`config.mk`:
```
export PLATFORM = sky130hd
export DESIGN_NAME = d_not_ff_arb
export DESIGN_NICKNAME = d
export VERILOG_FILES = /design/src/rtl/d_not_ff_arb.sv
export SDC_FILE = /design/constraint.sdc
export NUM_CORES = 1
export LEC_CHECK = 0
export CAP_MARGIN = 20
export CORE_MARGIN = 2
export CORE_UTILIZATION = 50
export DETAILED_ROUTE_END_ITERATION = 16
export PLACE_DENSITY_LB_ADDON = 0.2
export SKIP_LAST_GASP = 1
export SLEW_MARGIN = 20
export SYNTH_ARGS = -nofsm -noshare
export SYNTH_HDL_FRONTEND = slang
export SYNTH_SLANG_ARGS = --single-unit
export TNS_END_PERCENT = 100
```
`constraint.sdc`:
```
create_clock -name clk -period 4.6 [get_ports clk]
set_input_delay 1.15 -clock clk [delete_from_list [all_inputs] [get_ports clk]]
set_output_delay 1.15 -clock clk [all_outputs]
set_load 0.05 [all_outputs]
```
`src/rtl/d_not_ff_arb.sv`:
```
// Round-robin arbiter/sequencer sharing one registered inverter among NREQ requesters.
// Optional DFF_ARB_CHK_EN adds a sticky chk_err that flags a wrong flop response.
module d_not_ff_arb #(
    parameter int NREQ = 4,
    parameter int IDW  = 2
) (
    input  logic            clk,
    input  logic            n_rst,
    input  logic [NREQ-1:0] req,
    input  logic [NREQ-1:0] req_d,
    output logic [NREQ-1:0] gnt,
    output logic            ff_d,
    input  logic            ff_q,
    output logic            rsp_valid,
    output logic [IDW-1:0]  rsp_id,
`ifdef DFF_ARB_CHK_EN
    output logic            chk_err,
`endif
    output logic            rsp_data
);

    logic [IDW-1:0]  ptr;
    logic            s1_v, s2_v;
    logic [IDW-1:0]  s1_id, s2_id;

    logic [NREQ-1:0] elig;
    logic            found;
    logic [IDW-1:0]  win;
    logic [IDW:0]    cand;
    logic [NREQ-1:0] gnt_nxt;
    logic [IDW-1:0]  ptr_nxt;

    // The requester holding gnt this cycle is masked so a held req is not regranted.
    assign elig = req & ~gnt;

    always_comb begin
        found = 1'b0;
        win   = '0;
        cand  = '0;
        for (int i = 0; i < NREQ; i++) begin
            cand = {1'b0, ptr} + (IDW+1)'(i);
            if (cand >= (IDW+1)'(NREQ))
                cand = cand - (IDW+1)'(NREQ);
            if (!found && elig[cand[IDW-1:0]]) begin
                found = 1'b1;
                win   = cand[IDW-1:0];
            end
        end
        gnt_nxt = found ? (NREQ'(1) << win) : '0;
        ptr_nxt = (win == IDW'(NREQ-1)) ? '0 : win + IDW'(1);
    end

    always_ff @(posedge clk or negedge n_rst) begin
        if (!n_rst) begin
            gnt       <= '0;
            ff_d      <= 1'b0;
            ptr       <= '0;
            s1_v      <= 1'b0;
            s1_id     <= '0;
            s2_v      <= 1'b0;
            s2_id     <= '0;
            rsp_valid <= 1'b0;
            rsp_id    <= '0;
            rsp_data  <= 1'b0;
        end else begin
            gnt  <= gnt_nxt;
            s1_v <= found;
            if (found) begin
                ff_d  <= req_d[win];
                s1_id <= win;
                ptr   <= ptr_nxt;
            end
            s2_v  <= s1_v;
            s2_id <= s1_id;
            // ff_q now reflects the ff_d issued two edges ago.
            rsp_valid <= s2_v;
            if (s2_v) begin
                rsp_id   <= s2_id;
                rsp_data <= ff_q;
            end
        end
    end

`ifdef DFF_ARB_CHK_EN
    logic s1_d, s2_d;

    always_ff @(posedge clk or negedge n_rst) begin
        if (!n_rst) begin
            s1_d    <= 1'b0;
            s2_d    <= 1'b0;
            chk_err <= 1'b0;
        end else begin
            if (found)
                s1_d <= req_d[win];
            s2_d <= s1_d;
            if (s2_v && (ff_q != ~s2_d))
                chk_err <= 1'b1;
        end
    end
`endif

endmodule
```
==> impl_metrics.yaml <==
placed_design:
  gp_congestion: 0.7129
  placed_area_sq_um: 979.7
  pre_cts_ws_ns: 1.391
  port_buffers: 19
  dp_hpwl_um: 960.7
clock_network:
  tritoncts: "yes"
  htreeDepth: 1
  cts_hold_buf: 0
  clock_latency_ns: 0.30
  postCtsSetupRepairBufs: 0
  cts_buffer_depth: 2
  cts.sinks: 17
  cts_buffers: 3
  root_buffer: "clkbuf_4"
  cts_resized: 0
  clkTransAtPathRegs_ns: 0.11
synthesis:
  synth_area_sq_um: 780.7
  yosysTopAreaCellShare: 0.5449
  synth_area_leaders: "dfrtp_1 (54%), ha_1 (6.4%), mux2_2 (5.8%)"
  syn_avg_cell_area_sq_um: 12.59
  yosys.area.top_type: "dfrtp_1"
  synth-seq-cells: 17
  syn_inst: 62
  ys_types: 25
  yosysSeqAreaShare: 0.5449
  yosys_warnings: 0
  syn_nets: 77
route:
  dr.pass1.iters: 4
  drc: 0
  vias: 516
  antenna_left: 0
  totalWireLength_um: 1309
  drt_iter0_drc: 5
  viasPerCell: 5.160
  routedWlPerCell_um: 13.09
critical_path:
  critPathArrivalTime_ns: 3.11
  critPathKind: "in -> reg"
  crit_fanout: 6
  crit_required_ns: 4.79
  end_kind: "flip-flop"
  cp-endpoint: "ptr[1]"
  worstRegToRegCells: 6
  worst_setup_path_start_kind: "input pin"
  regToRegEndpoint: "ptr[1]"
  r2r_setup_slack_ns: 2.55
  worstSetupStartpoint: "req[0]"
  worstReg2RegStart: "ptr[1]"
floorplan:
  boundaryPins: 20
  start_util: 0.5244
  core_sq_mm: 0.001489
  placementRows: 14
  die-area_sq_mm: 0.001894
  die_y_um: 43.52
  die_x_um: 43.52
timing:
  skew_ns: 0.006778
  tightest_slew_ns: 0.7428
  fin_ws_ns: 1.683
  maxSlewViolCount: 0
  max_slew_margin: 0.5032
  fmax_mhz: 342.9
  setup_viol: 0
  period_minus_slack_ns: 2.917
  final.period_utilization: 0.6341
  hold_viol_final: 0
  final.setup.tns_ns: 0
  grt_setup_unrepaired: "no"
cells_and_area:
  drive_gt1_frac: 0.2143
  nets: 100
  antenna_cells: 0
  fin_area_sq_mm: 0.001010
  syn_to_final_growth_pct: 29.33
pwr:
  vdd_drop_max_uv: 343.5
  p_leak_uw: 0.0004433
  cellPowerDensity_mw_per_mm2: 689.5
global_route:
  grt_first_pass_wirelength_um: 2214
  antenna_found_initial: 0
  grt_pass1_vias: 501
  overflow: 0
  grt_usage: 0.1651
  grt_max_degree: 18
run:
  cap_violations: 0
status:
  status: "complete, no violations"
min_path:
  min_path_type: "reg -> reg"
layout make-up:
type	instances	area (sq um)
clock buffer	3	22.52
clock inverter	1	7.507
fill	105	479.2
inverter	4	15.01
multi-input combinational	40	329.1
sequential	17	425.4
tap	16	20.02
timing repair buffer	19	190.2
critical path: stages:
cell and delay, ns:
clkdlybuf4s50_1 0.45, nor2b_1 0.27, a21oi_1 0.14, o22ai_1 0.41, inv_1 0.14, ha_1 0.29
mux2_2 0.26
cell usage after synthesis:
cell type and count:
a21boi_0 1, o21a_1 1, nor2_1 3, a211oi_2 1, nor2b_1 3, nor2b_4 2, nand3_1 1, a22oi_1 1
a221oi_1 1, dfrtp_1 17, buf_6 1, or4_4 1, mux2i_1 1, o211ai_1 2, nand2b_2 1, or2_2 1
a21oi_1 2, mux2_2 4, o22ai_1 1, nor3b_1 1, inv_1 4, and2_2 4, nand2b_1 2, o21ai_0 2
ha_1 4
routing by layer:
layer,vias up,global-route usage,part of all wire
li1,255,-,-
met1,241,0.2225,0.48
met2,15,0.2418,0.44
met3,5,0.03333,0.048
met4,0,0.1091,0.031
met5,-,0,0
metrics by stage:
step	cells	hold slack, ns	util	power, uW
after global routing	100	0.3701	0.6782	750.2
after detailed placement	96	0.3395	0.6580	619.0
after global placement	96	0.3337	0.6580	609.8
after CTS	100	0.3645	0.6782	702.9
final	100	0.3622	0.6782	696.2
after floorplan	62	0.3312	-	512.1
registers in the layout (all words and copies together) (netlist names):
signal	count
gnt	4
ff_d	1
s1_id	2
s2_id	2
rsp_data	1
s1_v	1
rsp_id	2
s2_v	1
rsp_valid	1
ptr	2
placed cells by master, fill, tap and decap left out, drive strengths merged:
cell type / Yosys / layout
o21ai: 2 / 2
or4: 1 / 1
inv: 4 / 4
a22oi: 1 / 1
o22ai: 1 / 1
clkbuf: 0 / 3
clkdlybuf4s50: 0 / 19
a221oi: 1 / 1
nor2b: 5 / 5
a21oi: 2 / 2
mux2i: 1 / 1
dfrtp: 17 / 17
o21a: 1 / 1
a21boi: 1 / 1
clkinvlp: 0 / 1
or2: 1 / 1
nand3: 1 / 1
ha: 4 / 4
nand2b: 3 / 3
nor3b: 1 / 1
and2: 4 / 4
o211ai: 2 / 2
nor2: 3 / 3
a211oi: 1 / 1
mux2: 4 / 4
kinds of logic after synthesis:
kind of cell / share of synthesized area
multiplexers: 0.07051
buffers and inverters: 0.03365
AO/OA/AOI/OAI: 0.1090
AND/OR/NAND/NOR: 0.1779
adder cells (fa/ha/maj): 0.06411
flip-flops: 0.5449
how the worst min path moves through the flow:
stage,endpoint,slack (ns),start,cells past startpoint
after floorplan,s2_v,0.33,s1_v,0
after global placement,s2_v,0.33,s1_v,0
after detailed placement,s2_v,0.34,s1_v,0
after CTS,s2_v,0.36,s1_v,0
after global routing,s2_v,0.37,s1_v,0
final,s2_v,0.36,s1_v,0
power by group:
group	switching (uW)	total, uW	internal (uW)
Combinational	211	358	147
Clock	50.0	83.1	33.1
Sequential	42.6	255	212
(Power assumes the default switching activity.)
